===== src/rtl/adder_pkg.sv =====
// Shared types and helpers for the sequential adder and the ALU that reuses it.
package adder_pkg;

    typedef enum logic [1:0] {
        IDLE = 2'd0,
        CALC = 2'd1,
        DONE = 2'd2
    } state_t;

    // Signed overflow: operands agree in sign but the result does not.
    function automatic logic signed_overflow(
        input logic a_msb,
        input logic b_msb,
        input logic s_msb
    );
        return (a_msb == b_msb) && (s_msb != a_msb);
    endfunction

endpackage


===== src/rtl/adder_chunk.sv =====
// Combinational CHUNK-bit slice adder; time-multiplexed over the operand by the parent.
module adder_chunk #(
    parameter int CHUNK = 8
) (
    input  logic [CHUNK-1:0] i_a,
    input  logic [CHUNK-1:0] i_b,
    input  logic             i_carry,
    output logic [CHUNK-1:0] o_sum,
    output logic             o_carry
);

    logic [CHUNK:0] w_total;

    always_comb begin
        w_total = {1'b0, i_a} + {1'b0, i_b} + {{CHUNK{1'b0}}, i_carry};
    end

    assign o_sum   = w_total[CHUNK-1:0];
    assign o_carry = w_total[CHUNK];

endmodule


===== src/rtl/seq_chunk_adder.sv =====
// Multi-cycle adder/subtractor: one CHUNK-bit slice per clock, carry rippled through a register,
// valid/ready handshakes on both operand and result sides.
module seq_chunk_adder
    import adder_pkg::*;
#(
    parameter int WIDTH = 32,
    parameter int CHUNK = 8
) (
    input  logic             clk_i,
    input  logic             rst_i,
    input  logic             valid_i,
    output logic             ready_o,
    input  logic [WIDTH-1:0] a_i,
    input  logic [WIDTH-1:0] b_i,
    input  logic             carry_i,
    input  logic             sub_i,
    output logic             valid_o,
    input  logic             ready_i,
    output logic [WIDTH-1:0] sum_o,
    output logic             carry_o,
    output logic             overflow_o
);

    localparam int N  = WIDTH / CHUNK;
    localparam int CW = (N > 1) ? $clog2(N) : 1;

    if ((WIDTH % CHUNK) != 0 || CHUNK < 1 || CHUNK > WIDTH) begin : g_bad_params
        $error("seq_chunk_adder: WIDTH must be a non-zero multiple of CHUNK");
    end

    state_t            r_state;
    state_t            w_next;
    logic [CW-1:0]     r_cnt;
    logic [WIDTH-1:0]  r_a;
    logic [WIDTH-1:0]  r_b;
    logic [WIDTH-1:0]  r_sum;
    logic              r_carry;
    logic              r_carry_out;
    logic              r_ovf;

    int unsigned       w_base;
    logic              w_last;
    logic [CHUNK-1:0]  w_a_slice;
    logic [CHUNK-1:0]  w_b_slice;
    logic [CHUNK-1:0]  w_sum_slice;
    logic              w_carry_slice;

    always_comb begin
        w_base    = int'(r_cnt) * CHUNK;
        w_last    = (r_cnt == CW'(N - 1));
        w_a_slice = r_a[w_base +: CHUNK];
        w_b_slice = r_b[w_base +: CHUNK];
    end

    adder_chunk #(.CHUNK(CHUNK)) u_chunk (
        .i_a     (w_a_slice),
        .i_b     (w_b_slice),
        .i_carry (r_carry),
        .o_sum   (w_sum_slice),
        .o_carry (w_carry_slice)
    );

    always_comb begin
        w_next  = r_state;
        ready_o = 1'b0;
        valid_o = 1'b0;
        case (r_state)
            IDLE: begin
                ready_o = 1'b1;
                if (valid_i) w_next = CALC;
            end
            CALC: begin
                if (w_last) w_next = DONE;
            end
            DONE: begin
                valid_o = 1'b1;
                if (ready_i) w_next = IDLE;
            end
            default: w_next = IDLE;
        endcase
    end

    always_ff @(posedge clk_i) begin
        if (rst_i) r_state <= IDLE;
        else       r_state <= w_next;
    end

    // Subtraction is folded in at accept time, so CALC only ever adds.
    always_ff @(posedge clk_i) begin
        if (rst_i) begin
            r_cnt       <= '0;
            r_a         <= '0;
            r_b         <= '0;
            r_carry     <= 1'b0;
            r_sum       <= '0;
            r_carry_out <= 1'b0;
            r_ovf       <= 1'b0;
        end else begin
            case (r_state)
                IDLE: begin
                    if (valid_i) begin
                        r_a     <= a_i;
                        r_b     <= sub_i ? ~b_i : b_i;
                        r_carry <= carry_i ^ sub_i;
                        r_cnt   <= '0;
                    end
                end
                CALC: begin
                    r_sum[w_base +: CHUNK] <= w_sum_slice;
                    r_carry                <= w_carry_slice;
                    if (w_last) begin
                        r_carry_out <= w_carry_slice;
                        r_ovf       <= signed_overflow(r_a[WIDTH-1], r_b[WIDTH-1],
                                                       w_sum_slice[CHUNK-1]);
                    end else begin
                        r_cnt <= r_cnt + 1'b1;
                    end
                end
                default: ;
            endcase
        end
    end

    assign sum_o      = r_sum;
    assign carry_o    = r_carry_out;
    assign overflow_o = r_ovf;

endmodule


===== config.mk =====
export PLATFORM = sky130hd
export DESIGN_NAME = seq_chunk_adder
export DESIGN_NICKNAME = d
export VERILOG_FILES = /design/src/rtl/adder_pkg.sv /design/src/rtl/adder_chunk.sv /design/src/rtl/seq_chunk_adder.sv
export SDC_FILE = /design/constraint.sdc
export NUM_CORES = 1
export LEC_CHECK = 0
export BUFFER_PORTS_ARGS = -buffer_cell sky130_fd_sc_hd__buf_2
export CAP_MARGIN = 20
export CORE_ASPECT_RATIO = 0.9
export CORE_UTILIZATION = 49
export CTS_CLUSTER_SIZE = 20
export DETAILED_ROUTE_END_ITERATION = 10
export PLACE_DENSITY_LB_ADDON = 0.3
export SYNTH_ARGS = -nofsm -noshare
export SYNTH_HDL_FRONTEND = slang
export SYNTH_HIERARCHICAL = 1
export SYNTH_SLANG_ARGS = --single-unit

===== constraint.sdc =====
create_clock -name clk_i -period 3.1 [get_ports clk_i]
set_input_delay 0.155 -clock clk_i [delete_from_list [all_inputs] [get_ports clk_i]]
set_output_delay 0.155 -clock clk_i [all_outputs]
set_load 0.02 [all_outputs]

==> flow_summary.toml <==
[clocking]
ctsHtreeMaxLevel = 3
clock_latency_ps = 360
clockRootBuffer = "clkbuf_8"
cts.clk_slew.worst_paths_ps = 90
cts.sinks = 103
cts_tree = "yes"
clock_path_buffers = 2
cts_buffers = 9
cts_resized = 0
cts-hold-fix-buffers = 0
cts_setup_buffers = 0

[detailed_routing]
drt_iter0_markers = 187
firstDrtPassIters = 9
wl_per_cell_um = 14.8
drc_errors = 2
ant_nets = 0
vias = 3917
totalWireLength_um = 10900
vias_per_cell = 5.34

[sta]
post-route-period-util_pct = 94.6
setup_slack_ps = 166
setup_violations = 0
fin_setup_tns_ps = 0
fmax_ghz = 0.341
rsz0062_at_grt = "no"
fin_crit_ps = 2930
skew_ps = 10.1
hold_viol_final = 0
maxSlewViolCount = 0
max-slew-margin-rel_pct = 40.9
worst_pin_slew_ps = 887

[worst_setup_path]
worstRegToRegCells = 9
required_ps = 3290
worst-setup-path-type = "register to register"
setup.worst_path.end_class = "register"
critPathArrivalTime_ps = 3120
critPathMaxFanout = 4
start_kind = "register"

[finish]
n_antenna_cell = 0
fin_cells = 733
area_growth_pct = 15.5
fin_nets = 686
drive_above_1_share_pct = 24.9
mostFrequentLayoutCell = "buf_2"
mostFrequentLayoutCells = "104 x buf_2, 102 x dfxtp_1, 78 x nand2_1, 48 x a21oi_1, 40 x nor2_1"
final_area_sq_um = 5580

[logic_synthesis]
syn_area_sq_um = 4830
async_flop_share_pct = 0
synth-seq-cells = 103
synth-warning-count = 6
synth.distinct_cells = 40
synth_largest_area_cell = "dfxtp_1"
synthDominantCellAreaShare_pct = 42.7
synth_edf_count = 0
yosys-top-cells-area = "dfxtp_1 43%, mux4_2 7.5%, xnor2_1 6.3%, nand2_1 6.1%, a211oi_1 5.1%"
yosys_most_used_dff = "dfxtp_1"
seq_area_frac_synth_pct = 42.7
syn_inst = 522
syn_avg_cell_area_sq_um = 9.26
synth_fp_nets = 606

[outcome]
violations = "DRC"
status = "complete, but fails checks"

[hold_path]
hold_depth = 3
hold_class = "primary input to register"

[grt]
globalRouteOverflowTotal = 0
grt_max_degree = 98
met2_usage_pct = 38.8
grt_pass1_wl_um = 18100
grt_pass1_vias = 3753
busiest_layer = "met2"
track_usage_pct = 22.7
antenna_found_initial = 0
grt_util_met1_pct = 29.5
met3_usage_pct = 3.32

[power]
power_leakage_nw = 2.30
ir_worst_vdd_mv = 0.227
power_density_nw_per_um2 = 498

[die]
dieArea_sq_um = 10300
die_h_um = 96.2
die_x_um = 107
io_pins = 106
row_count = 34
start_util_pct = 50.3
core_sq_um = 9610

[run]
max_cap_viol_count = 0

[placed_design]
dp_slack_ps = 130
dp_cells = 717
place.port_buffers = 105
dpl_cell_area_sq_um = 5390
dp_hpwl_um = 7870
gp_congestion = 0.873
[report_power, final]
part	switching, mW	leakage [nW]	internal [mW]
combinational	0.294	1.36	0.225
clock	0.450	0.0960	0.371
sequential	0.0441	0.843	1.39
total	0.789	2.30	1.99
[Yosys cell counts, types with 2 or more instances]
library cell	instances
dfxtp_1	103
nand2_1	78
a21oi_1	48
nor2_1	40
xnor2_1	35
a211oi_1	33
buf_2	22
inv_1	21
clkbuf_1	19
o32ai_1	17
mux4_2	16
ha_1	12
a21o_1	10
nand2b_1	10
nand3_1	10
nor3b_1	9
and3b_1	4
nor2b_1	3
nor3_1	3
a2111oi_0	2
a311o_1	2
buf_4	2
fa_1	2
mux2i_1	2
nand3b_1	2
nand4_2	2
xor2_1	2
[layout make-up]
| type | count | area, sq um |
|---|---|---|
| repair buffers | 112 | 593 |
| flip-flops and latches | 103 | 2060 |
| clock inverters | 6 | 61.3 |
| fillers | 875 | 4030 |
| well taps | 126 | 158 |
| inverters | 22 | 82.6 |
| clock buffers | 10 | 128 |
| multi-input cells | 354 | 2500 |
[cell families (layout without fill, tap and decap cells)]
logic type	after synthesis	in the layout	synth area share [%]
mux	18	18	7.87
flops	103	103	42.7
simple gates	168	168	16.7
xor+xnor	37	37	6.71
compound gates	117	117	16.3
fa+ha+maj	14	14	3.94
buf+inv	65	150	5.77
[critical path, stage by stage, from the launching register on]
cell and delay, ps:
dfxtp_2 400, mux4_2 540, fa_1 480, fa_1 430, a21oi_1 230, nor2_1 60, nor2_1 170, o21ai_0 150
nor3b_1 210, a2111oi_0 90
[layer usage]
metal	wire (um)	share of wire (%)
met4	132	1.2
met2	5230	48
met5	0	0
met3	424	3.9
met1	5080	47
[final timing paths]
path	from	to	slack [ps]
setup / recovery	r_cnt[0]$_SDFFE_PP0P_	r_carry$_SDFFE_PP0P_	170
hold / removal	a_i[29]	r_a[29]$_SDFFE_PP0P_	20
setup reg to reg	r_cnt[0]$_SDFFE_PP0P_	r_carry$_SDFFE_PP0P_	170
hold reg to reg	sum_o[26]$_SDFFE_PP0P_	sum_o[26]$_SDFFE_PP0P_	450
[per-stage QoR]
step | utilization [%] | hold slack, ps | power, mW
final | 58.1 | 16.8 | 2.78
after global routing | 58.1 | 20.8 | 2.91
after CTS | 58.1 | 9.60 | 2.80
after detailed placement | 56.1 | 403 | 1.99
after global placement | 56.1 | 395 | 1.97
after floorplan | - | 291 | 1.83
[state kept, by name, summed over array words and instances, names as in the netlist]
signal and count:
carry_o 1, overflow_o 1, r_a 32, sum_o 32
r_cnt 2, r_b 32, r_carry 1, r_state 2
(Power assumes the default switching activity.)
